## src/rtl/prog_loader_pkg.sv

```systemverilog
`default_nettype none
// ============================================================================
// Module      : prog_loader_pkg
// Description : Shared definitions for the serial program loader: loader FSM
//               state encoding, default frame header and default memory depth.
// Revision    : 1.0 - initial release
// ============================================================================
package prog_loader_pkg;

    // Default number of instruction-memory entries (largest accepted length).
    localparam int MEM_DEPTH_DEF = 24;

    // Default frame start byte.
    localparam logic [7:0] HEADER_DEF = 8'hA5;

    // Width of the instruction-memory write address.
    localparam int ADDR_W = 5;

    // Loader FSM states.
    typedef enum logic [2:0] {
        ST_IDLE = 3'd0,
        ST_LEN  = 3'd1,
        ST_DATA = 3'd2,
        ST_CSUM = 3'd3,
        ST_DONE = 3'd4,
        ST_ERR  = 3'd5
    } loader_state_t;

endpackage : prog_loader_pkg
`default_nettype wire

```

## src/rtl/uart_rx_8n1.sv

```systemverilog
`default_nettype none
// ============================================================================
// Module      : uart_rx_8n1
// Description : 8N1 UART receiver. Two-flop synchroniser, falling-edge start
//               detection with mid-bit start re-check, LSB-first data shift,
//               stop-bit check.
// Ports       : clk          - system clock
//               rst_n        - asynchronous active-low reset
//               rx_i         - serial line, idle high, asynchronous to clk
//               byte_valid_o - one-cycle pulse, byte_data_o holds a new byte
//               byte_data_o  - last received byte
//               frame_err_o  - one-cycle pulse, stop bit was sampled low
// Revision    : 1.0 - initial release
// ============================================================================
module uart_rx_8n1 #(
    parameter int CLKS_PER_BIT = 16
) (
    input  logic       clk,
    input  logic       rst_n,
    input  logic       rx_i,
    output logic       byte_valid_o,
    output logic [7:0] byte_data_o,
    output logic       frame_err_o
);

    localparam int CNT_W = (CLKS_PER_BIT > 2) ? $clog2(CLKS_PER_BIT) : 1;
    localparam logic [CNT_W-1:0] HALF_BIT = CNT_W'(CLKS_PER_BIT / 2 - 1);
    localparam logic [CNT_W-1:0] FULL_BIT = CNT_W'(CLKS_PER_BIT - 1);

    typedef enum logic [2:0] {
        RX_IDLE  = 3'd0,
        RX_START = 3'd1,
        RX_DATA  = 3'd2,
        RX_STOP  = 3'd3,
        RX_WAIT  = 3'd4
    } rx_state_t;

    logic             sync1_q, sync2_q, prev_q;
    rx_state_t        state_q, state_d;
    logic [CNT_W-1:0] cnt_q, cnt_d;
    logic [2:0]       bit_q, bit_d;
    logic [7:0]       shift_q, shift_d;
    logic             valid_q, valid_d;
    logic             ferr_q, ferr_d;

    // Synchroniser plus one history flop for falling-edge detection. All
    // reset high so a reset release never looks like a start bit.
    always_ff @(posedge clk or negedge rst_n) begin
        if (!rst_n) begin
            sync1_q <= 1'b1;
            sync2_q <= 1'b1;
            prev_q  <= 1'b1;
        end else begin
            sync1_q <= rx_i;
            sync2_q <= sync1_q;
            prev_q  <= sync2_q;
        end
    end

    always_ff @(posedge clk or negedge rst_n) begin
        if (!rst_n) begin
            state_q <= RX_IDLE;
            cnt_q   <= '0;
            bit_q   <= 3'd0;
            shift_q <= 8'd0;
            valid_q <= 1'b0;
            ferr_q  <= 1'b0;
        end else begin
            state_q <= state_d;
            cnt_q   <= cnt_d;
            bit_q   <= bit_d;
            shift_q <= shift_d;
            valid_q <= valid_d;
            ferr_q  <= ferr_d;
        end
    end

    always_comb begin
        state_d = state_q;
        cnt_d   = cnt_q + 1'b1;
        bit_d   = bit_q;
        shift_d = shift_q;
        valid_d = 1'b0;
        ferr_d  = 1'b0;
        case (state_q)
            RX_IDLE: begin
                cnt_d = '0;
                if (prev_q && !sync2_q) begin
                    state_d = RX_START;
                end
            end
            RX_START: begin
                // Mid-bit re-check rejects glitches shorter than half a bit.
                if (cnt_q == HALF_BIT) begin
                    cnt_d   = '0;
                    bit_d   = 3'd0;
                    state_d = sync2_q ? RX_IDLE : RX_DATA;
                end
            end
            RX_DATA: begin
                if (cnt_q == FULL_BIT) begin
                    cnt_d   = '0;
                    shift_d = {sync2_q, shift_q[7:1]};
                    if (bit_q == 3'd7) begin
                        state_d = RX_STOP;
                    end else begin
                        bit_d = bit_q + 3'd1;
                    end
                end
            end
            RX_STOP: begin
                if (cnt_q == FULL_BIT) begin
                    cnt_d = '0;
                    if (sync2_q) begin
                        valid_d = 1'b1;
                        state_d = RX_IDLE;
                    end else begin
                        ferr_d  = 1'b1;
                        state_d = RX_WAIT;
                    end
                end
            end
            RX_WAIT: begin
                // A line stuck low yields one error, then nothing until it
                // has returned high.
                cnt_d = '0;
                if (sync2_q) begin
                    state_d = RX_IDLE;
                end
            end
            default: begin
                cnt_d   = '0;
                state_d = RX_IDLE;
            end
        endcase
    end

    assign byte_valid_o = valid_q;
    assign byte_data_o  = shift_q;
    assign frame_err_o  = ferr_q;

endmodule : uart_rx_8n1
`default_nettype wire

```

## src/rtl/prog_loader.sv

```systemverilog
`default_nettype none
// ============================================================================
// Module      : prog_loader
// Description : Serial boot loader. Receives HEADER, LEN, L data bytes (and a
//               mod-256 checksum byte when LOADER_CHECKSUM_EN is defined) over
//               an 8N1 UART line, writes the data into instruction memory and
//               releases the CPU reset only once a complete image is accepted.
// Build macro : LOADER_CHECKSUM_EN - adds the checksum byte and accumulator.
// Ports       : clk         - system clock
//               rst_n       - asynchronous active-low reset
//               rx_i        - UART receive line
//               mem_we_o    - one-cycle instruction-memory write strobe
//               mem_addr_o  - write address
//               mem_data_o  - write data
//               cpu_rst_n_o - CPU reset, high only while an image is loaded
//               busy_o      - frame in progress
//               load_done_o - image accepted
//               load_err_o  - last frame rejected
// Revision    : 1.0 - initial release
// ============================================================================
module prog_loader
    import prog_loader_pkg::*;
#(
    parameter int         CLKS_PER_BIT = 16,
    parameter int         MEM_DEPTH    = MEM_DEPTH_DEF,
    parameter logic [7:0] HEADER       = HEADER_DEF
) (
    input  logic              clk,
    input  logic              rst_n,
    input  logic              rx_i,
    output logic              mem_we_o,
    output logic [ADDR_W-1:0] mem_addr_o,
    output logic [7:0]        mem_data_o,
    output logic              cpu_rst_n_o,
    output logic              busy_o,
    output logic              load_done_o,
    output logic              load_err_o
);

    logic       rx_valid;
    logic [7:0] rx_data;
    logic       rx_ferr;

    uart_rx_8n1 #(
        .CLKS_PER_BIT (CLKS_PER_BIT)
    ) u_rx (
        .clk          (clk),
        .rst_n        (rst_n),
        .rx_i         (rx_i),
        .byte_valid_o (rx_valid),
        .byte_data_o  (rx_data),
        .frame_err_o  (rx_ferr)
    );

    loader_state_t     state_q, state_d;
    logic [ADDR_W-1:0] addr_q, addr_d;
    logic [ADDR_W-1:0] len_q, len_d;
    logic              we_q, we_d;
    logic [ADDR_W-1:0] waddr_q, waddr_d;
    logic [7:0]        wdata_q, wdata_d;
`ifdef LOADER_CHECKSUM_EN
    logic [7:0]        csum_q, csum_d;
`endif

    logic w_is_header;
    logic w_len_ok;
    logic w_last;

    assign w_is_header = (rx_data == HEADER);
    assign w_len_ok    = (rx_data != 8'd0) && (int'(rx_data) <= MEM_DEPTH);
    assign w_last      = (addr_q == (len_q - ADDR_W'(1)));

    always_ff @(posedge clk or negedge rst_n) begin
        if (!rst_n) begin
            state_q <= ST_IDLE;
            addr_q  <= '0;
            len_q   <= '0;
            we_q    <= 1'b0;
            waddr_q <= '0;
            wdata_q <= 8'd0;
        end else begin
            state_q <= state_d;
            addr_q  <= addr_d;
            len_q   <= len_d;
            we_q    <= we_d;
            waddr_q <= waddr_d;
            wdata_q <= wdata_d;
        end
    end

`ifdef LOADER_CHECKSUM_EN
    always_ff @(posedge clk or negedge rst_n) begin
        if (!rst_n) begin
            csum_q <= 8'd0;
        end else begin
            csum_q <= csum_d;
        end
    end
`endif

    always_comb begin
        state_d = state_q;
        addr_d  = addr_q;
        len_d   = len_q;
        we_d    = 1'b0;
        waddr_d = waddr_q;
        wdata_d = wdata_q;
`ifdef LOADER_CHECKSUM_EN
        csum_d  = csum_q;
`endif
        case (state_q)
            ST_IDLE: begin
                if (rx_valid && w_is_header) begin
                    state_d = ST_LEN;
                end
            end
            ST_LEN: begin
                if (rx_ferr) begin
                    state_d = ST_ERR;
                end else if (rx_valid) begin
                    if (w_len_ok) begin
                        state_d = ST_DATA;
                        len_d   = rx_data[ADDR_W-1:0];
                        addr_d  = '0;
`ifdef LOADER_CHECKSUM_EN
                        csum_d  = 8'd0;
`endif
                    end else begin
                        state_d = ST_ERR;
                    end
                end
            end
            ST_DATA: begin
                if (rx_ferr) begin
                    state_d = ST_ERR;
                end else if (rx_valid) begin
                    we_d    = 1'b1;
                    waddr_d = addr_q;
                    wdata_d = rx_data;
`ifdef LOADER_CHECKSUM_EN
                    csum_d  = csum_q + rx_data;
`endif
                    // The counter stops on the last byte, so no address
                    // beyond L-1 is ever produced.
                    if (w_last) begin
`ifdef LOADER_CHECKSUM_EN
                        state_d = ST_CSUM;
`else
                        state_d = ST_DONE;
`endif
                    end else begin
                        addr_d = addr_q + ADDR_W'(1);
                    end
                end
            end
            ST_CSUM: begin
`ifdef LOADER_CHECKSUM_EN
                if (rx_ferr) begin
                    state_d = ST_ERR;
                end else if (rx_valid) begin
                    state_d = (rx_data == csum_q) ? ST_DONE : ST_ERR;
                end
`else
                state_d = ST_IDLE;
`endif
            end
            ST_DONE, ST_ERR: begin
                if (rx_valid && w_is_header) begin
                    state_d = ST_LEN;
                end
            end
            default: begin
                state_d = ST_IDLE;
            end
        endcase
    end

    assign mem_we_o    = we_q;
    assign mem_addr_o  = waddr_q;
    assign mem_data_o  = wdata_q;
    assign cpu_rst_n_o = (state_q == ST_DONE);
    assign load_done_o = (state_q == ST_DONE);
    assign load_err_o  = (state_q == ST_ERR);
    assign busy_o      = (state_q == ST_LEN) || (state_q == ST_DATA) ||
                         (state_q == ST_CSUM);

endmodule : prog_loader
`default_nettype wire

```

## config.mk

```make
export PLATFORM = sky130hd
export DESIGN_NAME = prog_loader
export DESIGN_NICKNAME = d
export VERILOG_FILES = /design/src/rtl/prog_loader_pkg.sv /design/src/rtl/uart_rx_8n1.sv /design/src/rtl/prog_loader.sv
export SDC_FILE = /design/constraint.sdc
export NUM_CORES = 1
export LEC_CHECK = 0
export BUFFER_PORTS_ARGS = -buffer_cell sky130_fd_sc_hd__clkbuf_2
export CAP_MARGIN = 0
export CORE_MARGIN = 2
export CORE_UTILIZATION = 46
export DETAILED_ROUTE_END_ITERATION = 16
export GPL_ROUTABILITY_DRIVEN = 1
export HOLD_SLACK_MARGIN = 0.12
export SETUP_SLACK_MARGIN = 0.2
export SLEW_MARGIN = 20
export SYNTH_ARGS = -nofsm -noshare
export SYNTH_HDL_FRONTEND = slang
export SYNTH_SLANG_ARGS = --single-unit
```

## constraint.sdc

```tcl
create_clock -name clk -period 2.65 [get_ports clk]
set_input_delay 0.265 -clock clk [delete_from_list [all_inputs] [get_ports clk]]
set_output_delay 0.265 -clock clk [all_outputs]
set_load 0.02 [all_outputs]
```

==> impl_results.md, run 1 <==
- Status: finished clean
- Residual DRC: 0
- WHS Endpoint: u_rx.sync2_q
- Power Density: 622 mW/mm²
- Slew headroom: 45.4%
- Synthesized flop and latch total: 50
- Core region area: 0.00507 mm²
- Non-Filler Instances: 302
- Commonest cells post-synth: dfrtp_1, mux2_2, nand2_1, o21ai_0, nor2_1
- Antenna violations before repair: 0
- Nets: 239
- Area Overhead vs Synth: 12.1%
- Share of cells above drive strength 1: 28.0%
- Layout Skew: 0.0106 ns
- Synth top area share: 48.7%
- Reported net switching power: 0.442 mW
- Vias per Instance: 5.51
- Cell taking the most area after synthesis: dfrtp_1
- Least-Margin Pin Slew: 0.811 ns
- Sequential share of the synthesized area: 51.9%
- Final Setup Violations: 0
- Ys Warns: 0
- Main synth FF type: dfrtp_1
- Router iterations before antenna repair: 4
- Worst-path maximum fanout: 8
- Cells after synthesis: 208
- Power share of the sequential group: 53.9%
- Syn_area_per_cell: 11.6 µm²
- GR Util All Layers: 16.5%
- FF-to-FF path depth: 4
- Post-Route WL: 4320 µm
- Number of hold violations in the final report: 0
- Clock sinks: 50
- Max-slew violations: 0
- Sw Ratio: 26.2%
- RSZ-0062 raised after global routing: false
- Count leader, synth: dfrtp_1
- CTS buffer count: 5
- Initial Util: 47.6%
- IO Count: 21
- Iter 0 DRT Violations: 74
- Setup TNS: 0 ns
- Post-Syn Area: 0.00242 mm²
- Crit. End Element: flop
- Post-synth ARST share: 100%
- Latest clock arrival within the worst-skew pair: 0.30 ns
- Die area: 0.00585 mm²
- First-pass GRT wire length: 7900 µm
- Wire length per cell: 14.3 µm
- RD Place Congestion: 0.843
- Main area contributors after synthesis: dfrtp_1, mux2_2, dfstp_2, ha_1, nand2_1
- Syn nets: 216
- Clock Path Buffers: 2
- FP Rows: 26
- IO Port Bufs: 20
- TritonCTS clock tree: built
- Placed insts: 292
- Clock share of power: 32.2%
- Crit path DAT: 2.35 ns
- Die height: 76.5 µm
- CP Class: flop to flop
- Clock slew seen by the registers of the worst setup and hold paths: 0.09 ns
- Vias in the first global route: 1740
- R2R Path End: len_q[4]
- Post-route antenna net violation count: 0
- FF-to-FF Start: u_rx.byte_data_o[1]
- Post-synth cell types: 55
- CP Launch Type: flop
- Die X: 76.5 µm
- Post-DP HPWL: 3200 µm
- Leak: 1.35 nW
- Int Pwr: 1.24 mW
- Min Tclk post-route: 2.16 ns
- Combinational fraction of design power: 13.9%
- Final hold slack: 0.360 ns
- Via count: 1665
- Final worst-path cycle share: 81.4%
- Root Buffer: clkbuf_8
- Htree depth: 2
- Max_cap viols: 0
- WHS Path Cells: 0
- Required time worst endpoint: 2.84 ns
- Max VDD drop: 0.403 mV
- Worst hold path startpoint: u_rx.sync1_q
- R2r setup slk: 0.49 ns
- Worst Hold Class: flop to flop
- Diode count: 0
- Max Clock Freq: 464 MHz
- Global route total overflow: 0
- Largest net degree at the start of global routing: 35
- Number of synthesized flops with an enable pin: 0
==> per-stage QoR <==
| stage | util (%) | power (mW) | setup WS, ns | area (µm²) |
|---|---|---|---|---|
| floorplan | - | 1.10 | 0.733 | 2420 |
| global placement | 50.7 | 1.14 | 0.530 | 2570 |
| detailed placement | 50.7 | 1.16 | 0.510 | 2570 |
| CTS | 53.4 | 1.70 | 0.488 | 2710 |
| global route | 53.4 | 1.79 | 0.343 | 2710 |
| finish | 53.4 | 1.68 | 0.494 | 2710 |
==> power groups by stage <==
stage                     clock network [mW]  logic [mW]  registers, mW
after detailed placement                   0       0.236          0.921
after global placement                     0       0.226          0.916
final                                  0.542       0.235          0.908
after global routing                   0.590       0.278          0.923
after CTS                              0.558       0.239          0.907
after floorplan                            0       0.233          0.869
==> metal layers <==
layer  GRT usage, %  wire length, µm
met2           28.2             2240
met4           7.27              107
met1           19.8             1840
met3           4.15              131
met5              0                0
==> cells in the final DEF (no fill, tap or decap), drive strengths merged, types with 4 or more instances in the layout <==
cell type and count:
inv 8, nor3 4, a21oi 9, xnor2 4, o21ai 11, nand2 16
nor4 4, clkbuf 27, ha 5, dfrtp 47, nor2 10, xor2 4
nand3 6, mux2 25
==> kinds of logic (layout without fill, tap and decap cells) <==
family          count (synthesis)  after routing  share of synthesized area (%)
buf+inv                        16             40                           3.21
xor+xnor                        8              8                           2.90
fa+ha+maj                       5              5                           2.59
flops                          50             50                           51.9
mux                            26             26                           12.5
simple gates                   60             60                           13.8
compound gates                 43             43                           13.0
==> timing repair <==
item | 4_1_cts | 5_1_grt
endpoints found under the hold margin | 17 | 0
buffers inserted | 0 | 0
hold buffers | 2 | 0
resized for setup | 0 | 0
==> how the worst max path moves through the flow <==
stage	from	endpoint	slack, ns	cells after the start
floorplan	len_q[0]	state_q[0]	0.73	7
global placement	u_rx.byte_data_o[1]	len_q[2]	0.53	4
detailed placement	u_rx.byte_data_o[1]	len_q[4]	0.51	4
CTS	u_rx.byte_data_o[1]	len_q[4]	0.49	4
global route	len_q[0]	state_q[0]	0.34	7
finish	u_rx.byte_data_o[1]	len_q[4]	0.49	4
==> layout make-up <==
type                       count  area, µm²
timing repair buffer          24        135
sequential                    50       1250
inverter                       8       30.0
clock inverter                 1       30.0
fill                         471       2370
tap                           70       87.6
multi-input combinational    142       1080
clock buffer                   7       86.3
==> state kept, by name, summed over array words and instances, names as in the netlist <==
signal / count
mem_data_o: 8
u_rx.byte_data_o: 8
addr_q: 5
len_q: 5
mem_addr_o: 5
u_rx.cnt_q: 4
state_q: 3
u_rx.bit_q: 3
u_rx.state_q: 3
mem_we_o: 1
u_rx.byte_valid_o: 1
u_rx.frame_err_o: 1
u_rx.prev_q: 1
u_rx.sync1_q: 1
u_rx.sync2_q: 1
==> worst max-delay path, stage by stage (launching register included) <==
cell and delay, ns:
dfrtp_1 0.46, o311a_1 0.42, a2111oi_4 0.41, and3_1 0.43
mux2_4 0.33
(Power assumes the default switching activity.)
==> run 2: changes to the inputs <==
==> constraint.sdc (replaced) <==
create_clock -name clk -period 2 [get_ports clk]
set_input_delay 0.2 -clock clk [delete_from_list [all_inputs] [get_ports clk]]
set_output_delay 0.2 -clock clk [all_outputs]
set_load 0.02 [all_outputs]
==> run 2 against run 1 <==
Sequential share of layout area decreased by 6.4 points. Die area unchanged. Global-route usage increased by 2.4 points. Clock skew increased by 0.0040 ns. Clock power increased by 5.5%. Power increased by 29%. Combinational power increased by 67%. Maximum frequency increased by 12%. Critical path depth increased by 4. Largest power group unchanged. Highest routed layer unchanged.
==> impl_results.md, run 2 (same netlist as run 1, synthesis figures left out) <==
- Share of cells above drive strength 1: 45.7% (+18 points)
- Crit-path cells: inv_2 -> ha_4 -> nand4bb_1 -> a211oi_2 -> o311ai_2 -> a21o_1 -> buf_6 -> a21o_2
- Final hold slack: 0.362 ns (+0.00211 ns)
- RSZ-0062 raised after global routing: true
- Antenna violations before repair: 0 (unchanged)
- Least-Margin Pin Slew: 0.820 ns (+0.00902 ns)
- Vias per Instance: 5.35 (-3.0%)
- Initial Util: 47.6% (unchanged)
- Multi-input logic area: 0.00121 mm² (+11%)
- IO Count: 21 (unchanged)
- Nets: 276 (+15%)
- First-pass GRT wire length: 8870 µm (+12%)
- Sw Ratio: 29.1% (+2.9 points)
- Diode count: 0 (unchanged)
- Residual DRC: 0 (unchanged)
- Crit. End Element: flop
- Fillers: 410 (-13%)
- Power Density: 690 mW/mm² (+11%)
- Post-DP HPWL: 3660 µm (+14%)
- Status: finished clean
- Total power draw: 2.17 mW (+29%)
- Final worst-path cycle share: 96.0% (+15 points)
- Area Overhead vs Synth: 30.1%
- Via count: 1813 (+8.9%)
- Slowest library cell on the worst path: dfrtp_1
- Die height: 76.5 µm (unchanged)
- RD Place Congestion: 0.809 (-4.0%)
- Required time worst endpoint: 2.19 ns (-0.65 ns)
- Global route total overflow: 0 (unchanged)
- Number of hold violations in the final report: 0 (unchanged)
- Largest net degree at the start of global routing: 27 (-23%)
- Htree depth: 2 (unchanged)
- Max_cap viols: 0 (unchanged)
- Setup TNS: 0 ns (unchanged)
- Reported net switching power: 0.632 mW (+43%)
- Final Setup Violations: 0 (unchanged)
- Non-Filler Instances: 339 (+12%)
- Max stage delay on crit path: 0.41 ns (-0.05 ns)
- Clock slew seen by the registers of the worst setup and hold paths: 0.10 ns (about the same)
- Clock share of power: 26.4% (-5.8 points)
- IO Port Bufs: 20 (unchanged)
- Die area: 0.00585 mm² (unchanged)
- Iter 0 DRT Violations: 102 (+38%)
- TritonCTS clock tree: built
- Reg area: 0.00125 mm² (unchanged)
- Router iterations before antenna repair: 4 (unchanged)
- FP Rows: 26 (unchanged)
- CP Launch Type: flop
- Core region area: 0.00507 mm² (unchanged)
- Post-Route WL: 5420 µm (+26%)
- GR Util All Layers: 19.0% (+2.4 points)
- CTS buffer count: 5 (unchanged)
- Root Buffer: clkbuf_8
- Post-route antenna net violation count: 0 (unchanged)
- R2r setup slk: 0.08 ns (-0.41 ns)
- Power share of the sequential group: 55.5% (+1.6 points)
- Worst Hold Class: flop to flop
- Wire length per cell: 16.0 µm (+12%)
- Clock sinks: 50 (unchanged)
- Commonest non-fill, non-tap cell in the layout: dfrtp_1
- Latest clock arrival within the worst-skew pair: 0.31 ns (about the same)
- Layout Skew: 0.0146 ns (+0.00399 ns)
- CP Class: flop to flop
- Placed insts: 306 (+4.8%)
- Slew headroom: 45.2% (-0.22 points)
- Max VDD drop: 0.643 mV (+59%)
- Max Clock Freq: 521 MHz (+12%)
- Clock Path Buffers: 2 (unchanged)
- Combinational fraction of design power: 18.1% (+4.2 points)
- Die X: 76.5 µm (unchanged)
- Worst-path maximum fanout: 4 (-4)
- Crit path DAT: 2.11 ns (-0.24 ns)
- Final core utilization: 62.0% (+8.6 points)
- Leak: 1.54 nW (+14%)
- Min Tclk post-route: 1.92 ns (-0.237 ns)
- Int Pwr: 1.54 mW (+24%)
- Max-slew violations: 0 (unchanged)
- Commonest cells after routing, fill and taps aside: dfrtp_1, buf_4, mux2_2
- Vias in the first global route: 1895 (+8.9%)
-- run 2: cell types whose count changed in the layout (fill, tap and decap cells not counted), moves of 3 or more --
cell	change
o21ai_0	-3
buf_6	+14
a21oi_1	-3
buf_4	+22
-- run 2: what timing repair did --
action	4_1_cts	5_1_grt
pin swaps	8	8
gates resized for setup	11	27
buffers inserted	16	7
endpoints found under the setup margin	13	27
hold buffers	2	0
cloned	0	0
hold endpoints to repair	25	0
-- run 2: path summary, 6_finish.rpt --
path	from	to	cells after the start
max in group asynchronous	rst_n	u_rx.sync2_q	3
worst max-delay path	len_q[0]	state_q[1]	8
min in group asynchronous	rst_n	u_rx.byte_data_o[1]	2
worst min-delay path	u_rx.sync1_q	u_rx.sync2_q	0
worst max register to register	len_q[0]	state_q[1]	8
worst min register to register	u_rx.sync1_q	u_rx.sync2_q	0
-- run 2: final cells by class --
| cell class | count | area share [%] |
|---|---|---|
| Sequential cell | 50 | 39.9 |
| Inverter | 8 | 0.955 |
| Timing Repair Buffer | 61 | 15.2 |
| Clock inverter | 2 | 0.477 |
| Tap cell | 70 | 2.78 |
| Clock buffer | 6 | 2.31 |
| Multi-Input combinational cell | 142 | 38.4 |
-- run 2: layer usage --
| layer | vias up | part of all wire [%] | routed length (µm) | track usage (%) |
|---|---|---|---|---|
| li1 | 874 | - | - | - |
| met1 | 902 | 40 | 2140 | 21.3 |
| met2 | 28 | 56 | 3060 | 35.7 |
| met3 | 9 | 2.2 | 121 | 4.15 |
| met4 | 0 | 1.9 | 102 | 6.00 |
| met5 | - | 0 | 0 | 0 |
-- run 2: per-stage QoR --
step / worst slack, ns / instance area (µm²)
4_1_cts: 0.125 / 2970
5_1_grt: 0.0184 / 3150
3_5_place_dp: 0.0148 / 2710
3_3_place_gp: 0.0969 / 2710
2_1_floorplan: 0.176 / 2440
6_report: 0.0808 / 3150
-- run 2: power groups by stage --
| stage | clock network [mW] | registers (mW) | logic (mW) |
|---|---|---|---|
| after floorplan | 0 | 1.15 | 0.311 |
| after global placement | 0 | 1.21 | 0.309 |
| after detailed placement | 0 | 1.22 | 0.332 |
| after CTS | 0.599 | 1.20 | 0.338 |
| after global routing | 0.644 | 1.22 | 0.437 |
| final | 0.572 | 1.21 | 0.393 |
-- run 2: critical path, delay by kind of cell, from the launching register on --
kind                       cells  cell delay, ns
DFF                            1            0.41
adders and majority gates      1            0.15
and+or+nand+nor                1            0.13
AOI/OAI and AO/OA              4            0.88
buffers and inverters          2            0.22
==> run 3: changes to the inputs <==
--- a/config.mk
+++ b/config.mk
@@ -7,11 +7,14 @@
 export LEC_CHECK = 0
 export BUFFER_PORTS_ARGS = -buffer_cell sky130_fd_sc_hd__clkbuf_2
 export CAP_MARGIN = 0
+export CELL_PAD_IN_SITES_DETAIL_PLACEMENT = 1
+export CELL_PAD_IN_SITES_GLOBAL_PLACEMENT = 1
 export CORE_MARGIN = 2
 export CORE_UTILIZATION = 46
 export DETAILED_ROUTE_END_ITERATION = 16
 export GPL_ROUTABILITY_DRIVEN = 1
 export HOLD_SLACK_MARGIN = 0.12
+export PLACE_DENSITY_LB_ADDON = 0.1
 export SETUP_SLACK_MARGIN = 0.2
 export SLEW_MARGIN = 20
 export SYNTH_ARGS = -nofsm -noshare
==> run 3 against run 2 <==
Cell area is 4.6% lower. Largest cell class unchanged. Sequential power is essentially flat. Count of clock-buffer cells in the layout stayed put. Clock skew decreased by 0.011 ns.
==> impl_results.md, run 3 (same netlist as run 1, synthesis figures left out) <==
- Htree depth: 2 (unchanged)
- Cell area after layout: 0.00300 mm² (-4.6%)
- Die area: 0.00585 mm² (unchanged)
- Iter 0 DRT Violations: 73 (-28%)
- Commonest cells after routing, fill and taps aside: dfrtp_1, buf_4, mux2_2
- Clock Path Buffers: 2 (unchanged)
- Global route total overflow: 0 (unchanged)
- Least-Margin Pin Slew: 0.851 ns (+0.0307 ns)
- Latest clock arrival within the worst-skew pair: 0.30 ns (about the same)
- Die X: 76.5 µm (unchanged)
- Clock sinks: 50 (unchanged)
- TritonCTS clock tree: built
- Commonest non-fill, non-tap cell in the layout: dfrtp_1
- Die height: 76.5 µm (unchanged)
- Nets: 263 (-4.7%)
- Required time worst endpoint: 2.19 ns (about the same)
- Largest net degree at the start of global routing: 51 (+89%)
- Vias in the first global route: 1976 (+4.3%)
- Worst-path maximum fanout: 4 (unchanged)
- Slew headroom: 43.2% (-2.1 points)
- Core region area: 0.00507 mm² (unchanged)
- RD Place Congestion: 0.848 (+4.7%)
- Slack of the critical path: 0.0841 ns (+0.00321 ns)
- Root Buffer: clkbuf_8
- Post-Route WL: 5830 µm (+7.5%)
- Status: finished clean
- Power Density: 762 mW/mm² (+10%)
- Number of hold violations in the final report: 0 (unchanged)
- Total power draw: 2.29 mW (+5.3%)
- Final hold slack: 0.369 ns (+0.00681 ns)
- Initial Util: 47.6% (unchanged)
- Crit-path cells: inv_2 -> ha_4 -> nand2b_1 -> a21boi_1 -> o311ai_2 -> a21o_1 -> mux2_4
- Router iterations before antenna repair: 4 (unchanged)
- Non-Filler Instances: 326 (-3.8%)
- Crit path max-delay family: compound AO/OA/AOI/OAI gates
- RSZ-0062 raised after global routing: true
- Max VDD drop: 0.487 mV (-24%)
- Crit path DAT: 2.11 ns (about the same)
- CP Buf/Inv Count: 1 (-1)
- Dpl ws: -0.00644 ns (-0.0213 ns)
- Area Overhead vs Synth: 24.1%
- Max_cap viols: 0 (unchanged)
- Placed insts: 304 (-0.65%)
- First-pass GRT wire length: 9500 µm (+7.2%)
- Layout Skew: 0.00412 ns (-0.0105 ns)
- R2r setup slk: 0.08 ns (about the same)
- Wire length per cell: 17.9 µm (+12%)
- Via count: 1806 (-0.39%)
- Setup TNS: 0 ns (unchanged)
- Antenna violations before repair: 0 (unchanged)
- Share of cells above drive strength 1: 42.6% (-3.1 points)
- Final core utilization: 59.1% (-2.9 points)
- Vias per Instance: 5.54 (+3.6%)
- Leak: 1.47 nW (-4.2%)
- IO Count: 21 (unchanged)
- GR Util All Layers: 20.8% (+1.8 points)
- Post-route antenna net violation count: 0 (unchanged)
- Max-slew violations: 0 (unchanged)
- Worst Hold Class: flop to flop
- CP Launch Type: flop
- Final Setup Violations: 0 (unchanged)
- Max stage delay on crit path: 0.40 ns (about the same)
- Max Clock Freq: 522 MHz (+0.17%)
- CP Class: flop to flop
- Min Tclk post-route: 1.92 ns (-0.00321 ns)
- Crit. End Element: flop
- Clock slew seen by the registers of the worst setup and hold paths: 0.09 ns (about the same)
- Final worst-path cycle share: 95.8% (-0.16 points)
- IO Port Bufs: 20 (unchanged)
- CTS buffer count: 5 (unchanged)
- Diode count: 0 (unchanged)
- Cell Area, Placed: 0.00268 mm² (-1.0%)
- Residual DRC: 0 (unchanged)
- Post-DP HPWL: 3940 µm (+7.6%)
- Slowest library cell on the worst path: dfrtp_1
- FP Rows: 26 (unchanged)
==> run 3: final timing paths <==
path,from,endpoint,cells past startpoint
setup / recovery,len_q[0],state_q[0],7
hold / removal,u_rx.sync1_q,u_rx.sync2_q,0
setup reg to reg,len_q[0],state_q[0],7
hold reg to reg,u_rx.sync1_q,u_rx.sync2_q,0
max in group asynchronous,rst_n,u_rx.byte_data_o[1],3
min in group asynchronous,rst_n,addr_q[1],3
==> run 3: area by class of cell <==
| type | instances | area, µm² |
|---|---|---|
| fillers | 560 | 2070 |
| flip-flops and latches | 50 | 1260 |
| multi-input cells | 142 | 1200 |
| repair buffers | 48 | 319 |
| well taps | 70 | 87.6 |
| clock buffers | 6 | 72.6 |
| clock inverters | 2 | 37.5 |
| inverters | 8 | 30.0 |
==> run 3: per-layer routing <==
metal / part of all wire, % / routed length, µm / vias up / track usage [%]
met1: 39 / 2270 / 922 / 21.2
li1: - / - / 847 / -
met4: 1.6 / 95 / 0 / 6.36
met2: 57 / 3330 / 25 / 41.6
met5: 0 / 0 / - / 0
met3: 2.2 / 131 / 12 / 4.27
==> run 3: what timing repair did <==
item	CTS	global route
buffers inserted	8	4
gates resized for setup	15	8
hold buffers	2	0
pin swaps	8	8
endpoints found under the setup margin	12	17
hold endpoints to repair	48	0
==> run 3: report_power, final <==
group          internal, mW  switching [mW]  leakage, nW
Sequential             1.09           0.125        0.677
Combinational         0.176           0.188        0.744
Clock                 0.373           0.334       0.0514
Total                  1.64           0.648         1.47
